**src/rtl/serial_adder_controller.sv**
```systemverilog
// -----------------------------------------------------------------------------
// serial_adder_controller
//
// Bit-serial, LSB-first adder with a three-state sequencer (IDLE, RUN, DONE).
// An accepted Start latches both operands. The block then performs one full-add
// per clock for DATA_WIDTH clocks. Each full-add uses two half-add stages and a
// carry flop. The finished sum and carry are then published in a single update.
//
// Timing, counting the accepting edge as edge 0:
//   edges 1..DATA_WIDTH   process bits 0..DATA_WIDTH-1
//   edge DATA_WIDTH       enters DONE and loads Sum_Out/Carry_Out
//   edge DATA_WIDTH+1     samples Done_Out high and returns to IDLE
//   edge DATA_WIDTH+2     is the earliest edge that can accept the next Start
//
// Parameters
//   DATA_WIDTH    operand width in bits, legal range 2..32 (default 8)
//
// Ports
//   Clock_In      in   1   clock, rising edge only
//   Reset_n_In    in   1   asynchronous active-low reset (release synchronised
//                          externally)
//   Start_In      in   1   request, sampled only in IDLE
//   Data_A_In     in   W   operand A, captured on an accepted Start
//   Data_B_In     in   W   operand B, captured on an accepted Start
//   Busy_Out      out  1   high whenever the FSM is not in IDLE
//   Done_Out      out  1   one-cycle completion pulse (the DONE state)
//   Sum_Out       out  W   registered (A+B) mod 2^W
//   Carry_Out     out  1   registered carry out of the MSB
//   Overflow_Out  out  1   registered two's-complement overflow; present only
//                          when SERIAL_ADDER_OVERFLOW_EN is defined
//
// Build option
//   SERIAL_ADDER_OVERFLOW_EN  adds Overflow_Out and its logic.
//
// State table
//   IDLE | waiting for Start_In; outputs hold the last result
//   RUN  | one serial full-add per edge, DATA_WIDTH edges in total
//   DONE | result published, Done_Out high; always returns to IDLE
// -----------------------------------------------------------------------------
module serial_adder_controller #(
  parameter int DATA_WIDTH = 8
) (
  input  logic                  Clock_In,
  input  logic                  Reset_n_In,
  input  logic                  Start_In,
  input  logic [DATA_WIDTH-1:0] Data_A_In,
  input  logic [DATA_WIDTH-1:0] Data_B_In,
  output logic                  Busy_Out,
  output logic                  Done_Out,
  output logic [DATA_WIDTH-1:0] Sum_Out,
  output logic                  Carry_Out
`ifdef SERIAL_ADDER_OVERFLOW_EN
  ,
  output logic                  Overflow_Out
`endif
);

  localparam int CNT_W = (DATA_WIDTH > 1) ? $clog2(DATA_WIDTH) : 1;
  localparam logic [CNT_W-1:0] LAST_BIT = CNT_W'(DATA_WIDTH - 1);

  typedef enum logic [1:0] {
    IDLE = 2'd0,
    RUN  = 2'd1,
    DONE = 2'd2
  } state_t;

  state_t state_q, state_d;

  logic                  load_ops;
  logic                  step;
  logic                  last_bit;

  logic [DATA_WIDTH-1:0] op_a_q;
  logic [DATA_WIDTH-1:0] op_b_q;
  logic [DATA_WIDTH-1:0] psum_q;
  logic [DATA_WIDTH-1:0] psum_next;
  logic [CNT_W-1:0]      cnt_q;
  logic                  carry_q;

  logic [DATA_WIDTH-1:0] sum_q;
  logic                  carry_out_q;

  logic ha0_sum, ha0_carry;
  logic ha1_sum, ha1_carry;
  logic fa_carry;

  // Two half adders and an OR form the full adder. The second stage folds in
  // the carry flop.
  always_comb begin
    ha0_sum   = op_a_q[0] ^ op_b_q[0];
    ha0_carry = op_a_q[0] & op_b_q[0];
    ha1_sum   = ha0_sum ^ carry_q;
    ha1_carry = ha0_sum & carry_q;
    fa_carry  = ha0_carry | ha1_carry;
  end

  // Each new bit enters at the MSB and shifts right. After DATA_WIDTH steps,
  // bit 0 of the result is in bit 0 of the register.
  assign psum_next = {ha1_sum, psum_q[DATA_WIDTH-1:1]};
  assign last_bit  = (cnt_q == LAST_BIT);

  always_ff @(posedge Clock_In or negedge Reset_n_In) begin
    if (!Reset_n_In) begin
      state_q <= IDLE;
    end else begin
      state_q <= state_d;
    end
  end

  always_comb begin
    state_d  = state_q;
    load_ops = 1'b0;
    step     = 1'b0;
    case (state_q)
      IDLE: begin
        if (Start_In) begin
          load_ops = 1'b1;
          state_d  = RUN;
        end
      end
      RUN: begin
        step = 1'b1;
        if (last_bit) begin
          state_d = DONE;
        end
      end
      DONE: begin
        state_d = IDLE;
      end
      default: begin
        state_d = IDLE;
      end
    endcase
  end

  // Serial datapath: operand shifters, carry flop, bit counter, partial sum.
  always_ff @(posedge Clock_In or negedge Reset_n_In) begin
    if (!Reset_n_In) begin
      op_a_q  <= '0;
      op_b_q  <= '0;
      psum_q  <= '0;
      cnt_q   <= '0;
      carry_q <= 1'b0;
    end else if (load_ops) begin
      op_a_q  <= Data_A_In;
      op_b_q  <= Data_B_In;
      psum_q  <= '0;
      cnt_q   <= '0;
      carry_q <= 1'b0;
    end else if (step) begin
      op_a_q  <= op_a_q >> 1;
      op_b_q  <= op_b_q >> 1;
      psum_q  <= psum_next;
      cnt_q   <= cnt_q + CNT_W'(1);
      carry_q <= fa_carry;
    end
  end

  // Published result. It loads from the final step's combinational values, so
  // it changes exactly once, on the edge that enters DONE.
  always_ff @(posedge Clock_In or negedge Reset_n_In) begin
    if (!Reset_n_In) begin
      sum_q       <= '0;
      carry_out_q <= 1'b0;
    end else if (step && last_bit) begin
      sum_q       <= psum_next;
      carry_out_q <= fa_carry;
    end
  end

`ifdef SERIAL_ADDER_OVERFLOW_EN
  logic overflow_q;

  // On the last step, carry_q holds the carry into the MSB and fa_carry holds
  // the carry out of it.
  always_ff @(posedge Clock_In or negedge Reset_n_In) begin
    if (!Reset_n_In) begin
      overflow_q <= 1'b0;
    end else if (step && last_bit) begin
      overflow_q <= carry_q ^ fa_carry;
    end
  end

  assign Overflow_Out = overflow_q;
`endif

  assign Busy_Out  = (state_q != IDLE);
  assign Done_Out  = (state_q == DONE);
  assign Sum_Out   = sum_q;
  assign Carry_Out = carry_out_q;

endmodule

```
**config.mk**
```make
export PLATFORM = sky130hd
export DESIGN_NAME = serial_adder_controller
export DESIGN_NICKNAME = d
export VERILOG_FILES = /design/src/rtl/serial_adder_controller.sv
export SDC_FILE = /design/constraint.sdc
export NUM_CORES = 1
export LEC_CHECK = 0
export ABC_AREA = 1
export CORE_MARGIN = 2
export CORE_UTILIZATION = 52
export DETAILED_ROUTE_END_ITERATION = 16
export PLACE_DENSITY = 0.75
export SYNTH_ARGS = -nofsm -noshare
export SYNTH_HDL_FRONTEND = slang
export SYNTH_SLANG_ARGS = --single-unit
```
**constraint.sdc**
```tcl
create_clock -name Clock_In -period 1.6 [get_ports Clock_In]
set_clock_uncertainty 0.1 [all_clocks]
set_input_delay 0.32 -clock Clock_In [delete_from_list [all_inputs] [get_ports Clock_In]]
set_output_delay 0.32 -clock Clock_In [all_outputs]
set_load 0.05 [all_outputs]
```
==> impl_metrics.ini <==
[die]
die_h_um = 62.7
ios = 30
placementRows = 21
core_area_mm2 = 0.00331
die_x_um = 62.7
start_util = 0.541
die_area_mm2 = 0.00393

[detailed_routing]
wl_per_cell_um = 11.7
drtAntennaViolNets = 0
avgViaCountPerCell = 4.94
routed_wl_um = 3580
drtIter0Drc = 83
vias = 1511
dr.pass1.iters = 4
drc = 0

[hold_path]
hp-class = in -> async

[placed_design]
globalplace.congestion = 0.781
hpwl_um = 2390
place_inst = 293
io_buffers = 29

[global_route]
grt_use_total = 0.209
antenna_found_initial = 0
grt_pass1_wl_um = 6510
grt_max_degree = 39
grt_pass1_vias = 1511
globalRouteOverflowTotal = 0

[yosys]
synth_ff_type = dfrtp_1
synth_top_area_frac = 0.531
synth.area.top_cells = dfrtp_1 53%, nand2_1 24%, nand3_1 8.4%
synthXorXnorAreaFrac = 0
synth_edf_count = 0
ys_ff_latch = 38
synth_cell_types = 16
postSynthAreaPerCell_um2 = 8.14
ys_seq_area_frac = 0.531
yosys.area.top_type = dfrtp_1
netlist_area_mm2 = 0.00179
synth_adder_area_share = 0.0252
synth_compound_area_frac = 0.0147
synthSimpleGateAreaFrac = 0.351
post-synth-top-count-cell = nand2_1
syn-num-nets = 242
yosys_warnings = 0
synth_top_family_by_area = simple AND/OR/NAND/NOR gates
synthArstFlopShare = 1.00
synthMuxAreaShare = 0
synth_common_cells = 114 x nand2_1, 38 x dfrtp_1, 30 x nand3_1
synthCells = 220

[timing]
period_needed_ns = 1.62
timing.final.crit_share = 1.01
slew_viol_final = 0
max-slew-margin-rel = 0.844
tightest_slew_ns = 0.233
whs_ns = 0.220
setup-violations-final = 1
setup_slack_ns = -0.0187
max_freq_mhz = 618
setup-tns-final_ns = -0.0187
finalHoldViolCount = 0
rsz0062_at_grt = yes

[finish]
fillers = 261
multi_input_area_um2 = 707
fin_util = 0.724
regArea_um2 = 952
fin_cells = 306
nNetsFinal = 281
area.growth.synth_to_final_pct = 33.8
antenna_cells = 0
drive_gt1_frac = 0.165

[power_and_ir_drop]
power.internal_mw = 2.76
ir_drop_v = 0.00110
p_sw_mw = 1.97
p_per_area_mw_per_mm2 = 1970
pwr-share-comb = 0.493
p_seq_frac = 0.364
clkPwrFrac = 0.143
power.leakage_nw = 1.27
swShare = 0.417

[cts]
cts_tree = done
cts.sinks = 38
clk_pin_slew_worst_paths_ns = 0.13
htreeDepth = 2
cts_buffers = 5
ctsLongestPathBuffers = 2
root_buffer = clkbuf_4
insertion_delay_ns = 0.36

[critical_path]
path_class = reg -> out
crit_path_end_kind = output port
worstPathArrival_ns = 1.20
required_ns = 1.18
cp_max_fo = 3
cp-start-kind = flip-flop

[run]
cap_violations = 0

[outcome]
violations = negative setup slack
status = finished, violations left
-- placed cells by master (no fill, tap or decap), drive strengths merged --
| master | n |
|---|---|
| ha | 2 |
| clkinvlp | 2 |
| nor2 | 3 |
| nand3 | 30 |
| fa | 1 |
| dfrtp | 38 |
| nand2 | 117 |
| inv | 16 |
| buf | 24 |
| clkbuf | 5 |
| o21ai | 3 |
| bufinv | 1 |
| clkdlybuf4s50 | 18 |
-- sequential cells by signal, summed over array words and instances, names as in the netlist --
signal / flops
psum_q: 7
Carry_Out: 1
op_a_q: 8
Sum_Out: 8
state_q: 2
op_b_q: 8
cnt_q: 3
carry_q: 1
-- worst paths after layout --
path,startpoint,end,slack (ns),cells past startpoint
worst min register to register,op_b_q[7],op_b_q[7],0.39,2
max in group asynchronous,Reset_n_In,state_q[0],0.98,2
worst min-delay path,Reset_n_In,Carry_Out,0.22,2
worst max register to register,state_q[1],Sum_Out[4],0.20,7
min in group Clock_In,op_b_q[7],op_b_q[7],0.39,2
worst max-delay path,state_q[0],Busy_Out,-0.02,4
-- layer usage --
layer,up-vias,part of all wire,track usage
li1,752,-,-
met1,717,0.44,0.266
met2,36,0.49,0.349
met3,6,0.052,0.0541
met4,0,0.016,0.0667
met5,-,0,0
-- power by group through the flow --
| stage | combinational [mW] | sequential (mW) | clock (mW) |
|---|---|---|---|
| finish | 2.33 | 1.72 | 0.674 |
| global route | 2.57 | 1.78 | 0.736 |
| CTS | 2.32 | 1.72 | 0.689 |
| detailed placement | 2.23 | 1.74 | 0 |
| global placement | 2.17 | 1.72 | 0 |
| floorplan | 1.09 | 1.99 | 0 |
-- cell type report --
class,instances,share of cell area
inverters,16,0.0261
clock inverters,3,0.0188
multi-input cells,156,0.295
flip-flops and latches,38,0.397
clock buffers,5,0.0157
repair buffers,42,0.223
well taps,46,0.0240
-- per-stage QoR --
stage | setup slack (ns) | cell area, um2 | power [mW]
finish | -0.0187 | 2400 | 4.73
global route | -0.0577 | 2400 | 5.08
CTS | -0.0317 | 2380 | 4.73
detailed placement | 0.0257 | 2260 | 3.97
global placement | 0.0522 | 2260 | 3.89
floorplan | 0.0873 | 1790 | 3.07
-- worst max-delay path, stage by stage, from the launching register on --
cell	delay [ns]
dfrtp_2	0.45
buf_6	0.12
nor2_4	0.09
inv_2	0.04
buf_6	0.14
-- cell families (layout without fill, tap and decap cells) --
group | Yosys count | count (layout)
buffers and inverters | 26 | 66
AND/OR/NAND/NOR | 150 | 150
adder cells (fa/ha/maj) | 3 | 3
flip-flops | 38 | 38
AO/OA/AOI/OAI | 3 | 3
-- timing repair --
| item | in CTS | in global routing |
|---|---|---|
| hold buffers | 0 | 0 |
| pin swaps | 2 | 0 |
| setup endpoints to repair | 2 | 2 |
| buffers inserted | 3 | 2 |
| resized for setup | 7 | 0 |
| hold endpoints to repair | 0 | 0 |
Note: power is estimated with default switching activity, not from simulation.
